--- src/rtl/inst_fetch_pkg.sv ---
// Shared definitions for the fetch stage: FSM state encoding, the HALT opcode,
// the NOP encoding and the branch opcodes decoded by the pc block.
package inst_fetch_pkg;

   typedef enum logic [1:0] {
      IDLE,
      RUN,
      HALTED
   } fetch_state_t;

   localparam logic [4:0] OP_HALT = 5'b11111;
   localparam logic [8:0] NOP     = 9'h000;

   // Branch opcodes resolved by the pc block from op
   localparam logic [4:0] BA = 5'b10000;
   localparam logic [4:0] BL = 5'b10001;
   localparam logic [4:0] BG = 5'b10010;
   localparam logic [4:0] BE = 5'b10011;

endpackage

--- src/rtl/inst_rom.sv ---
// Synchronous instruction ROM.
//   clk   - rising-edge clock
//   addr  - 8-bit fetch address (pc)
//   rd_en - sample addr this edge; data holds otherwise
//   data  - registered instruction; addresses >= DEPTH read as NOP
// Contents are loaded into mem by the environment (e.g. hierarchically).
module inst_rom
   import inst_fetch_pkg::*;
#(
   parameter int unsigned DEPTH     = 256,
   parameter int unsigned IW        = 9,
   parameter string       INIT_FILE = "machine_code.txt"
) (
   input  logic          clk,
   input  logic [7:0]    addr,
   input  logic          rd_en,
   output logic [IW-1:0] data
);

   localparam int unsigned AW = (DEPTH > 1) ? $clog2(DEPTH) : 1;

   logic [IW-1:0] mem [DEPTH];

   always_ff @(posedge clk) begin
      if (rd_en) begin
         if (32'(addr) < DEPTH) data <= mem[addr[AW-1:0]];
         else                   data <= IW'(NOP);
      end
   end

endmodule

--- src/rtl/inst_fetch.sv ---
// Fetch stage: reads the instruction at pc from inst_rom, registers it for
// decode, and handles stall, flush and HALT.
//   clk, reset  - clock, asynchronous active-high reset
//   start       - pulse: IDLE/HALTED -> RUN
//   pc          - fetch address from the pc block
//   stall       - hold inst_out and the ROM address register
//   flush       - squash inst_out on the next edge
//   inst_out    - registered instruction (NOP when not valid)
//   op          - inst_out[8:4], back to the pc block
//   inst_valid  - inst_out holds a real instruction
//   done        - HALT retired
//   fetch_cnt   - delivered-instruction count; live only with FETCH_PERF_CNT_EN
//                 defined, otherwise tied to 0
module inst_fetch
   import inst_fetch_pkg::*;
#(
   parameter int unsigned DEPTH     = 256,
   parameter int unsigned IW        = 9,
   parameter string       INIT_FILE = "machine_code.txt"
) (
   input  logic          clk,
   input  logic          reset,
   input  logic          start,
   input  logic [7:0]    pc,
   input  logic          stall,
   input  logic          flush,
   output logic [IW-1:0] inst_out,
   output logic [4:0]    op,
   output logic          inst_valid,
   output logic          done,
   output logic [15:0]   fetch_cnt
);

   fetch_state_t  state_q, state_d;
   logic [IW-1:0] inst_q, inst_d;
   logic          valid_q, valid_d;
   logic          rom_valid_q, rom_valid_d;  // ROM data register holds a live fetch
   logic          done_q, done_d;
   logic          rd_en;
   logic          deliver;
   logic [IW-1:0] rom_data;

   assign rd_en = (state_q == RUN) && !stall;

   inst_rom #(
      .DEPTH     (DEPTH),
      .IW        (IW),
      .INIT_FILE (INIT_FILE)
   ) u_rom (
      .clk   (clk),
      .addr  (pc),
      .rd_en (rd_en),
      .data  (rom_data)
   );

   assign inst_out   = inst_q;
   assign op         = inst_q[IW-1 -: 5];
   assign inst_valid = valid_q;
   assign done       = done_q;

   always_comb begin
      state_d     = state_q;
      inst_d      = inst_q;
      valid_d     = valid_q;
      rom_valid_d = rom_valid_q;
      done_d      = done_q;
      deliver     = 1'b0;
      unique case (state_q)
         IDLE: begin
            if (start) state_d = RUN;
         end
         RUN: begin
            if (flush) begin
               inst_d      = IW'(NOP);
               valid_d     = 1'b0;
               // A fetch stalled alongside the flush is stale as well
               rom_valid_d = rd_en;
            end else if (valid_q && (op == OP_HALT)) begin
               state_d     = HALTED;
               inst_d      = IW'(NOP);
               valid_d     = 1'b0;
               rom_valid_d = 1'b0;
               done_d      = 1'b1;
            end else if (!stall) begin
               inst_d      = rom_valid_q ? rom_data : IW'(NOP);
               valid_d     = rom_valid_q;
               rom_valid_d = 1'b1;
               deliver     = rom_valid_q;
            end
         end
         HALTED: begin
            if (start) begin
               state_d = RUN;
               done_d  = 1'b0;
            end
         end
         default: state_d = IDLE;
      endcase
   end

   always_ff @(posedge clk or posedge reset) begin
      if (reset) begin
         state_q     <= IDLE;
         inst_q      <= IW'(NOP);
         valid_q     <= 1'b0;
         rom_valid_q <= 1'b0;
         done_q      <= 1'b0;
      end else begin
         state_q     <= state_d;
         inst_q      <= inst_d;
         valid_q     <= valid_d;
         rom_valid_q <= rom_valid_d;
         done_q      <= done_d;
      end
   end

`ifdef FETCH_PERF_CNT_EN
   logic [15:0] cnt_q;

   always_ff @(posedge clk or posedge reset) begin
      if (reset) begin
         cnt_q <= '0;
      end else if (deliver && (cnt_q != 16'hFFFF)) begin
         cnt_q <= cnt_q + 16'd1;
      end
   end

   assign fetch_cnt = cnt_q;
`else
   logic unused_deliver;
   assign unused_deliver = deliver;
   assign fetch_cnt      = '0;
`endif

endmodule

--- config.mk ---
export PLATFORM = sky130hd
export DESIGN_NAME = inst_fetch
export DESIGN_NICKNAME = d
export VERILOG_FILES = /design/src/rtl/inst_fetch_pkg.sv /design/src/rtl/inst_rom.sv /design/src/rtl/inst_fetch.sv
export SDC_FILE = /design/constraint.sdc
export NUM_CORES = 1
export LEC_CHECK = 0
export ABC_AREA = 0
export CAP_MARGIN = 20
export CORE_ASPECT_RATIO = 0.8
export CORE_MARGIN = 2
export CORE_UTILIZATION = 42
export CTS_BUF_LIST = sky130_fd_sc_hd__clkbuf_4 sky130_fd_sc_hd__clkbuf_8
export CTS_CLUSTER_DIAMETER = 80
export DETAILED_ROUTE_END_ITERATION = 10
export GPL_TIMING_DRIVEN = 0
export PLACE_DENSITY = 0.89
export SLEW_MARGIN = 20
export SYNTH_ARGS = -nofsm -noshare
export SYNTH_HDL_FRONTEND = slang
export SYNTH_HIERARCHICAL = 1
export SYNTH_SLANG_ARGS = --single-unit
export TNS_END_PERCENT = 5
--- constraint.sdc ---
create_clock -name clk -period 1.7 [get_ports clk]
set_input_delay 0.34 -clock clk [delete_from_list [all_inputs] [get_ports clk]]
set_output_delay 0.34 -clock clk [all_outputs]
set_load 0.1 [all_outputs]
# Word-level counts from Yosys, hierarchy flattened
# Index checks and enable logic that the tools add are counted.
# word_totals
regBits	23
inputBits	13
# op_classes
muxes	18
reduce_logical	9
n_eq_ne	8
# ops
operator	count
$mux W9	4
$mux W1	9
$mux W2	3
$eq A5 B5 Y1 const B	1
$ne A2 B1 Y1 const B	2
$ne A2 B2 Y1 const B	2
$pmux W2 S2	1
$reduce_and A4 Y1	1
$ne A3 B1 Y1 const B	1
$reduce_and A3 Y1	1
$eq A2 B1 Y1 const B	1
$eq A2 B2 Y1 const B	1
$logic_and A1 B1 Y1	2
$logic_not A2 Y1	1
$pmux W1 S2	1
$reduce_and A2 Y1	1
$reduce_bool A2 Y1	1
$reduce_or A2 Y1	1
$logic_not A1 Y1	1

# Logic depth before layout (Yosys ltp)
# Gate-level depths: netlist (run 1).
# depth
word_depth	5
ltp_mapped	4
ltp_nobuf	3

# Cells and area by module
# Netlist (run 1), hierarchy kept.
# modules_own_cells
mod	cells_each	area_per_inst_um2	n_inst	seq_area_each_um2
inst_fetch	90	853.3	1	350.3
inst_rom	10	71.3	1	0.0

# Worst setup path before layout (run 1)
# No wires, ideal clock.
# synth_timing
path_kind	register -> register
startpoint	reg inst_q[6] (netlist: inst_out[6])
endpoint	reg inst_q[2] (netlist: inst_out[2])
n_path_buf	0
arrival_time_ns	1.805
period_less_slack_ns	1.949
setup_ns	0.144
t_required_ns	1.556
path_stages_with_launch	4
slack_ns	-0.249
cell_sequence	dfrtp_1 > nand2_1 > nor3_4 > o32ai_1
# synth_via
elab_chain_cells	4
elab_cells_between_ends	6
cone_classes	eq/ne (2); mux (2); reduce/logical (2)
# synth_lines
element	line_no	text
start, declared	inst_fetch.sv:35	logic [IW-1:0] inst_q, inst_d;
start signal, assigned	inst_fetch.sv:104	inst_q <= IW'(NOP);
start signal, assigned	inst_fetch.sv:110	inst_q <= inst_d;
$eq A5 B5 Y1 *	inst_fetch.sv:78	end else if (valid_q && (op == OP_HALT)) begin
$logic_and A1 B1 Y1 *	inst_fetch.sv:78	
$ne A3 B1 Y1 (no source line) or $mux W9 (tied branches)	n/a	
$reduce_and A2 Y1 (no source line) or $mux W9 (tied branches)	n/a	
# Mark *: on every way between the ends. The rest lies on a longest branch, timed or not.
# A chain may end at the register's enable or synchronous reset.

# Worst setup path in the final report (run 1)
# layout_timing
startpoint	reg inst_q[5] (netlist: inst_out[5])
endpoint	out op[1]
# layout_rtl
element	line_no	text
end, declared	inst_fetch.sv:28	output logic [4:0] op,
# No word-level cell between the ends.

==> results of run 1 <==
[final cells by class]
type | instances | area, sq um
plain buffers | 31 | 236.5
clock buffers | 4 | 36.28
fillers | 193 | 830.8
inverters | 21 | 78.83
multi-input cells | 57 | 345.3
flip-flops and latches | 14 | 357.8
well taps | 25 | 31.28
repair buffers | 20 | 203.9
[worst max-delay path, stage by stage, from the launching register on]
cell	delay, ns
dfrtp_2	0.41
buf_4	0.11
clkdlybuf4s18_2	0.52
[worst min path at each step]
stage	from	to	slack (ns)	cells past startpoint
after floorplan	reset	done	0.23	1
after global placement	done	done	0.49	2
after detailed placement	done	done	0.51	2
after CTS	reset	inst_out[3]	0.40	2
after global routing	reset	inst_out[3]	0.45	2
final	reset	inst_out[3]	0.39	2
[registers in the layout, summed over array words and instances, names as in the netlist]
| register | count |
|---|---|
| state_q | 2 |
| done | 1 |
| inst_out | 9 |
| inst_valid | 1 |
| rom_valid_q | 1 |
[stage by stage]
step | TNS, ns | cells | instance area (sq um)
after detailed placement | -2.818 | 168 | 1250
after floorplan | 0 | 123 | 1018
final | 0 | 172 | 1290
after global placement | -2.524 | 168 | 1250
after CTS | 0 | 172 | 1291
after global routing | 0 | 172 | 1290
[metal layers]
metal | GRT usage, % | routed length [microns] | vias to the layer above | share of wire, %
met5 | 0 | 0 | - | 0
met1 | 16.29 | 707 | 319 | 40
met3 | 2.557 | 106 | 2 | 6.0
met2 | 25.81 | 940 | 27 | 53
li1 | - | - | 367 | -
met4 | 7.619 | 12 | 0 | 0.68
[cells by family (layout without fill, tap and decap cells)]
logic type | after synthesis | after routing | share of synthesized area [%]
buffers and inverters | 52 | 76 | 34.10
flip-flops | 14 | 14 | 37.89
AND/OR/NAND/NOR | 14 | 14 | 12.18
AO/OA/AOI/OAI | 18 | 18 | 15.02
other | 2 | 25 | 0.8122
[repair_timing]
action	in CTS	in global routing
setup endpoints to repair	16	1
buffers inserted	0	0
gates resized for setup	49	1
[synth_stat cells, drive strengths merged]
cell    number
a21o         1
a21oi        2
and4bb       1
buf         31
conb         2
dfrtp       14
inv         21
nand2        3
nand2b       3
nand4        1
nor2         2
nor3         2
nor3b        1
nor4         1
o211ai       1
o21ai        4
o22ai        1
o32ai        9
[power by group]
group	total (mW)	switching, mW	internal, mW
clock	0.240	0.109	0.130
combinational	0.651	0.507	0.144
sequential	0.398	0.0309	0.367
==> out/metrics.yaml, run 1 <==
timing.critical_path.from_type: "register"
synth.yosys.warnings: 6
power_per_cell_area_mw_per_mm2: 999.0
totalWireLength_microns: 1766
critical_path_required_ns: 1.36
fin_nets: 161
end_kind: "output pin"
cts_tree: "done"
post-route-period-util_pct: 97.33
layout.cells.most_common_list: "34 x buf_4, 25 x conb_1, 21 x inv_1"
cp_capture_point: "op[1]"
worst_slack_ns: 0.04533
via_per_inst: 4.157
synth_cell_types: 22
gr-total-overflow: 0
clk-insertion-delay-late_ns: 0.28
iter_0_drt_violations: 12
synth.top_cells.by_area: "dfrtp_1 38%, buf_4 24%, inv_1 8.5%"
irDropWorstVdd_v: 0.0006314
p_total_mw: 1.289
rr_worst_depth: 4
tritoncts_num_sinks: 14
syn2layout_area_growth_pct: 39.51
place_worst_setup_slack_ns: -0.2699
power.leakage_nw: 0.6232
critical_path_peak_fanout: 4
core_area_sq_mm: 0.002121
postSynthCellCount: 100
outcome: "complete, no violations"
hold_path_class: "in -> async"
hold_viol: 0
critical_path_class: "reg -> out"
cp.arrival_ns: 1.31
ctsLongestPathBuffers: 2
number_of_antenna_violations_at_the_first_check_in_global_routing: 0
detail_route.first_pass.iterations: 4
layout_commonest_cell: "buf_4"
finalCriticalPeriod_ns: 1.655
pin_count_of_the_biggest_net_entering_global_routing: 15
avgSynthCellArea_sq_um: 9.246
setup-violations-final: 0
grt_pass1_vias: 655
drc_errors: 0
wire_length_of_the_first_global_routing_pass_microns: 2808
cts_buffers: 3
dieWidth_microns: 56.46
wl_per_cell_microns: 10.27
hold-worst-slack_ns: 0.3891
num_antenna_cells: 0
worst_clock_skew_ns: 0.009923
grt_util_all_layers_pct: 14.22
cts-root-buf: "clkbuf_4"
final-max-slew-violation-count: 0
register_to_register_path_setup_slack_ns: 0.30
cp-startpoint: "inst_out[5]"
hold_buffers: 0
post_route_cells_drive_above_1_share_pct: 42.86
rows: 15
initial_utilization_pct: 43.60
hpwl_after_detailed_placement_microns: 1405
number_of_h_tree_levels: 1
fmax_mhz: 604.3
maxCapViolCount: 0
synth_cell_area_sq_um: 924.6
max_slew.worst_pin.slew_ns: 0.5486
cts.reportedPaths.clkPinSlew_ns: 0.09
r2r-end: "inst_out[8]"
timing.max_slew.rel_slack_pct: 63.60
yosys.area.top_type_share_pct: 37.89
ioPinCount: 45
antenna_violating_nets_post_route: 0
chipHeight_microns: 45.97
finish.utilization_pct: 60.83
numPortBuffers: 20
yosys.area.top_type: "dfrtp_1"
vias: 715
design.die.area_sq_mm: 0.002595
crit-reg2reg-launch: "state_q[1]"
grt_setup_unrepaired: "false"
post_synthesis_register_bit_count: 14
gp_congestion: 0.7684
sequential_share_of_the_synthesized_area_pct: 37.89
(Power assumes the default switching activity.)
==> run 2: changes to the inputs <==
Settings changed: REMOVE_ABC_BUFFERS set to 1.
==> out/metrics.yaml, run 2 (same netlist as run 1, synthesis figures left out) <==
fmax_mhz: 608.6  # was 604.3 MHz
hold_path_class: "in -> async"  # unchanged
dieWidth_microns: 56.46  # unchanged
ioPinCount: 45  # unchanged
wl_per_cell_microns: 11.43  # was 10.27 microns
cts.reportedPaths.clkPinSlew_ns: 0.08  # was 0.09 ns
post_route_cells_drive_above_1_share_pct: 22.41  # was 42.86%
syn2layout_area_growth_pct: 14.21  # was 39.51%
grt_pass1_vias: 619  # was 655
ctsLongestPathBuffers: 2  # unchanged
number_of_h_tree_levels: 1  # unchanged
cts_tree: "done"  # unchanged
grt_setup_unrepaired: "false"  # unchanged
rows: 15  # unchanged
iter_0_drt_violations: 14  # was 12
worst_slack_ns: 0.05689  # was 0.04533 ns
detail_route.first_pass.iterations: 4  # unchanged
outcome: "complete, no violations"  # unchanged
wire_length_of_the_first_global_routing_pass_microns: 2870  # was 2808 microns
initial_utilization_pct: 43.60  # unchanged
timing.max_slew.rel_slack_pct: 63.14  # was 63.60%
critical_path_class: "reg -> out"  # unchanged
drc_errors: 0  # unchanged
power_per_cell_area_mw_per_mm2: 1144  # was 999.0 mW/mm^2
register_to_register_path_setup_slack_ns: 0.17  # was 0.30 ns
chipHeight_microns: 45.97  # unchanged
pin_count_of_the_biggest_net_entering_global_routing: 15  # unchanged
post-route-period-util_pct: 96.65  # was 97.33%
fin_nets: 130  # was 161
cp_top_family: "buffers and inverters"  # unchanged
num_antenna_cells: 0  # unchanged
layoutNonFillerInstCount: 141  # was 172
power.leakage_nw: 0.4576  # was 0.6232 nW
end_kind: "output pin"  # unchanged
dp_cells: 137  # was 168
clk-insertion-delay-late_ns: 0.28  # about the same
critical_path_peak_fanout: 4  # unchanged
tritoncts_num_sinks: 14  # unchanged
vias: 623  # was 715
via_per_inst: 4.418  # was 4.157
timing.critical_path.slowest_cell_delay_ns: 0.59  # was 0.52 ns
number_of_antenna_violations_at_the_first_check_in_global_routing: 0  # unchanged
final-max-slew-violation-count: 0  # unchanged
cp_cell_sequence: "clkdlybuf4s15_2"  # was buf_4 > clkdlybuf4s18_2
numPortBuffers: 20  # unchanged
antenna_violating_nets_post_route: 0  # unchanged
number_of_setup_buffers_added_after_cts: 0  # unchanged
setup-violations-final: 0  # unchanged
layout.cells.most_common_list: "25 x conb_1, 21 x inv_1, 15 x clkdlybuf4s15_2"  # was 34 x buf_4, 25 x conb_1, 21 x inv_1
worst_clock_skew_ns: 0.005573  # was 0.009923 ns
grt_util_all_layers_pct: 15.10  # was 14.22%
gp_congestion: 0.7716  # was 0.7684
hpwl_after_detailed_placement_microns: 1309  # was 1405 microns
cp.arrival_ns: 1.30  # was 1.31 ns
gr-total-overflow: 0  # unchanged
cp.buffers_inverters: 1  # was 2
irDropWorstVdd_v: 0.0005921  # was 0.0006314 V
totalWireLength_microns: 1612  # was 1766 microns
cts_buffers: 3  # unchanged
layout_commonest_cell: "conb_1"  # was buf_4
critical_path_required_ns: 1.36  # about the same
core_area_sq_mm: 0.002121  # unchanged
fin_setup_tns_ns: 0  # unchanged
max_slew.worst_pin.slew_ns: 0.5553  # was 0.5486 ns
cts-root-buf: "clkbuf_4"  # unchanged
maxCapViolCount: 0  # unchanged
finalCriticalPeriod_ns: 1.643  # was 1.655 ns
hold_viol: 0  # unchanged
p_total_mw: 1.208  # was 1.289 mW
timing.critical_path.from_type: "register"  # unchanged
hold-worst-slack_ns: 0.3941  # was 0.3891 ns
hold_buffers: 0  # unchanged
max_ffs_per_register: 9  # unchanged
design.die.area_sq_mm: 0.002595  # unchanged
place_worst_setup_slack_ns: -0.2161  # was -0.2699 ns
crit_path_top_delay_cell: "clkdlybuf4s15_2"  # was clkdlybuf4s18_2
[run 2: cell count changes in the layout (fill, tap and decap cells not counted), sizes merged]
cell and change:
clkdlybuf4s15 +4, buf -35, clkbuf +1, clkdlybuf4s18 -1
[run 2: final cells by class]
cell class | instances | area (sq um)
Clock buffer | 4 | 36.28
Fill cell | 196 | 1065
Inverter | 21 | 78.83
Multi-Input combinational cell | 57 | 345.3
Sequential cell | 14 | 350.3
Tap cell | 25 | 31.28
Timing Repair Buffer | 20 | 214.0
[run 2: metal layers]
| layer | vias up | routed length (microns) | track usage (%) |
|---|---|---|---|
| met5 | - | 0 | 0 |
| met4 | 0 | 38 | 7.619 |
| met3 | 4 | 92 | 3.693 |
| met2 | 30 | 858 | 30.23 |
| met1 | 284 | 622 | 14.79 |
| li1 | 305 | - | - |
[run 2: worst paths after layout]
check	cells after the start	endpoint	start
max	1	op[4]	inst_out[8]
min	2	inst_out[2]	reset
max reg2reg	3	inst_out[5]	state_q[1]
min reg2reg	2	done	done
max in group asynchronous	2	rom_valid_q	reset
min in group clk	2	done	done
[run 2: power by group]
part | switching [mW] | internal, mW
Combinational | 0.496 | 0.0861
Sequential | 0.0295 | 0.364
Clock | 0.102 | 0.130
Total | 0.627 | 0.581
[run 2: timing repair]
item                       4_1_cts  5_1_grt
pin swaps                        0        0
setup endpoints to repair       16        1
gates resized for setup         47        1
[run 2: metrics by stage]
step / instance area, sq um / util, %
2_1_floorplan: 774.5 / -
3_3_place_gp: 1006 / 47.43
3_5_place_dp: 1006 / 47.43
4_1_cts: 1061 / 50.03
5_1_grt: 1056 / 49.79
6_report: 1056 / 49.79
==> run 3: changes to the inputs <==
Settings changed: CORE_ASPECT_RATIO 0.8 to not set, CORE_UTILIZATION 42 to 29, PLACE_DENSITY 0.89 to 0.88, SYNTH_HIERARCHICAL 1 to not set.
==> out/metrics.yaml, run 3 <==
clk-insertion-delay-late_ns: 0.23  # was 0.28 ns
hpwl_after_detailed_placement_microns: 434.5  # was 1309 microns
antenna_violating_nets_post_route: 0  # unchanged
rows: 13  # was 15
timing.critical_path.from_type: "register"  # unchanged
irDropWorstVdd_v: 0.0005004  # was 0.0005921 V
vias: 231  # was 623
finish.utilization_pct: 31.61  # was 49.79%
worst_slack_ns: 0.2209  # was 0.05689 ns
reg_power_share_pct: 21.4  # was 32.6%
cp.buffers_inverters: 1  # unchanged
rr_worst_depth: 3  # unchanged
place_worst_setup_slack_ns: -0.1111  # was -0.2161 ns
synth.yosys.warnings: 0  # was 6
timing.max_slew.rel_slack_pct: 63.96  # was 63.14%
synth_cell_types: 11  # was 22
critical_path_peak_fanout: 2  # was 4
syn2layout_area_growth_pct: -1.173  # was 14.21%
finalInstanceArea_sq_um: 421.7  # was 0.001056 sq mm
power_per_cell_area_mw_per_mm2: 1468  # was 1144 mW/mm^2
wl_per_cell_microns: 6.932  # was 11.43 microns
wire_length_of_the_first_global_routing_pass_microns: 696  # was 2870 microns
num_antenna_cells: 0  # unchanged
dp_cells: 69  # was 137
iter_0_drt_violations: 0  # was 14
dieWidth_microns: 42.36  # was 56.46 microns
tritoncts_num_sinks: 5  # was 14
cp_cell_sequence: "clkdlybuf4s15_2"  # unchanged
num-fill-cells: 151  # was 196
hold_viol: 0  # unchanged
cts-root-buf: "clkbuf_4"  # unchanged
hold_path_class: "in -> async"  # unchanged
grt_util_all_layers_pct: 5.669  # was 15.10%
outcome: "complete, no violations"  # unchanged
yosys.area.top_type_share_pct: 52.79  # was 37.89%
synth_most_common_cell: "buf_4"  # unchanged
cts_tree: "done"  # unchanged
final-max-slew-violation-count: 0  # unchanged
initial_utilization_pct: 31.99  # was 43.60%
core_area_sq_mm: 0.001334  # was 0.002121 sq mm
synthArstFlopShare_pct: 100.0  # unchanged
post_synthesis_register_bit_count: 5  # was 14
grt_setup_unrepaired: "false"  # unchanged
crit_path_top_delay_cell: "clkdlybuf4s15_2"  # unchanged
synth.top_cells.by_area: "buf_4 53%, dfrtp_1 29%, o21ai_0 3.5%"  # was dfrtp_1 38%, buf_4 24%, inv_1 8.5%
p_total_mw: 0.6189  # was 1.208 mW
gp_congestion: 0.6318  # was 0.7716
most_used_flip_flop_cell_after_synthesis: "dfrtp_1"  # unchanged
cts.reportedPaths.clkPinSlew_ns: 0.04  # was 0.08 ns
clock_power_share_pct: 23.8  # was 19.2%
power.leakage_nw: 0.2399  # was 0.4576 nW
power.internal_mw: 0.2503  # was 0.5807 mW
totalWireLength_microns: 506  # was 1612 microns
synth_cell_area_sq_um: 426.7  # was 924.6 sq um
switching_power_mw: 0.3687  # was 0.6273 mW
top_register: "state_q"
fin_nets: 72  # was 130
netlist_top_cells_count: "30 x buf_4, 5 x dfrtp_1, 4 x inv_1"  # was 30 x buf_4, 21 x inv_1, 14 x dfrtp_1
post-route-period-util_pct: 87.01  # was 96.65%
pin_count_of_the_biggest_net_entering_global_routing: 6  # was 15
end_kind: "output pin"  # unchanged
register_to_register_path_setup_slack_ns: 0.67  # was 0.17 ns
finalCriticalPeriod_ns: 1.479  # was 1.643 ns
gr-total-overflow: 0  # unchanged
number_of_antenna_violations_at_the_first_check_in_global_routing: 0  # unchanged
fin_setup_tns_ns: 0  # unchanged
worst_clock_skew_ns: 0.003202  # was 0.005573 ns
maxCapViolCount: 0  # unchanged
power_frac_comb_pct: 54.8  # was 48.2%
detail_route.first_pass.iterations: 1  # was 4
layout.cells.most_common_list: "30 x conb_1, 5 x dfrtp_1, 4 x inv_1, 4 x clkbuf_4, 4 x clkdlybuf4s50_1"  # was 25 x conb_1, 21 x inv_1, 15 x clkdlybuf4s15_2
ctsLongestPathBuffers: 2  # unchanged
post_route_cells_drive_above_1_share_pct: 12.07  # was 22.41%
synth_edf_count: 0  # unchanged
via_per_inst: 3.164  # was 4.418
design.die.area_sq_mm: 0.001794  # was 0.002595 sq mm
timing.critical_path.slowest_cell_delay_ns: 0.56  # was 0.59 ns
layoutNonFillerInstCount: 73  # was 141
ioPinCount: 45  # unchanged
number_of_h_tree_levels: 1  # unchanged
fmax_mhz: 676.1  # was 608.6 MHz
cts_buffers: 3  # unchanged
max_ffs_per_register: 2  # was 9
numPortBuffers: 6  # was 20
crit-reg2reg-launch: "state_q[1]"  # unchanged
hold-worst-slack_ns: 0.3022  # was 0.3941 ns
setup-violations-final: 0  # unchanged
cp_top_family: "buffers and inverters"  # unchanged
switching_share_of_power_pct: 59.57  # was 51.93%
drc_errors: 0  # unchanged
layout_commonest_cell: "conb_1"  # unchanged
r2r-end: "inst_valid"  # was inst_out[5]
sequential_share_of_the_synthesized_area_pct: 29.33  # was 37.89%
chipHeight_microns: 42.36  # was 45.97 microns
placed_cell_area_sq_um: 389.1  # was 0.001006 sq mm
yosys.area.top_type: "buf_4"  # was dfrtp_1
max_slew.worst_pin.slew_ns: 0.5432  # was 0.5553 ns
postSynthCellCount: 49  # was 100
critical_path_required_ns: 1.36  # about the same
critical_path_class: "reg -> out"  # unchanged
avgSynthCellArea_sq_um: 8.707  # was 9.246 sq um
grt_pass1_vias: 188  # was 619
cp.arrival_ns: 1.14  # was 1.30 ns
==> run 3: cell count changes in the layout (fill, tap and decap cells not counted), moves of 3 or more <==
| cell | delta |
|---|---|
| conb_1 | +5 |
| o32ai_1 | -9 |
| inv_1 | -17 |
| nand2_1 | -3 |
| clkdlybuf4s15_2 | -13 |
| dfrtp_1 | -9 |
==> run 3: worst max-delay path by stage <==
stage | startpoint | endpoint | depth (start not counted)
after floorplan | inst_valid | inst_valid | 0
after global placement | done | done | 1
after detailed placement | done | done | 1
after CTS | done | done | 1
after global routing | done | done | 1
final | done | done | 1
==> run 3: per-layer routing <==
metal,global-route usage [%],routed length [microns],share of wire (%),vias to the layer above
met5,0,0,0,-
met4,3.750,5,0.99,0
met3,5.172,76,15,2
met2,8.308,231,46,22
met1,4.974,193,38,97
li1,-,-,-,110
==> run 3: area by class of cell <==
type / count / area (sq um) / share of cell area, %
timing repair buffer: 6 / 62.56 / 14.84
sequential: 5 / 125.1 / 29.67
inverter: 4 / 15.01 / 3.561
tap: 15 / 18.77 / 4.451
clock buffer: 4 / 30.03 / 7.122
multi-input combinational: 39 / 170.2 / 40.36
==> run 3: kinds of logic after synthesis <==
group	after synthesis	share of synthesized area, %
other	1	0.8789
AND/OR/NAND/NOR	3	3.518
buffers and inverters	34	56.30
flip-flops	5	29.33
AO/OA/AOI/OAI	6	9.970
==> run 3: power groups by stage <==
stage | clock network (mW) | logic [mW] | registers [mW]
2_1_floorplan | 0 | 0.300 | 0.153
3_3_place_gp | 0 | 0.338 | 0.133
3_5_place_dp | 0 | 0.339 | 0.135
4_1_cts | 0.153 | 0.338 | 0.133
5_1_grt | 0.160 | 0.346 | 0.134
6_report | 0.147 | 0.339 | 0.133
==> run 3: timing repair <==
action | CTS | global route
hold buffers | 0 | 0
setup endpoints to repair | 2 | 0
setup buffers | 0 | 0
gates resized for setup | 6 | 0
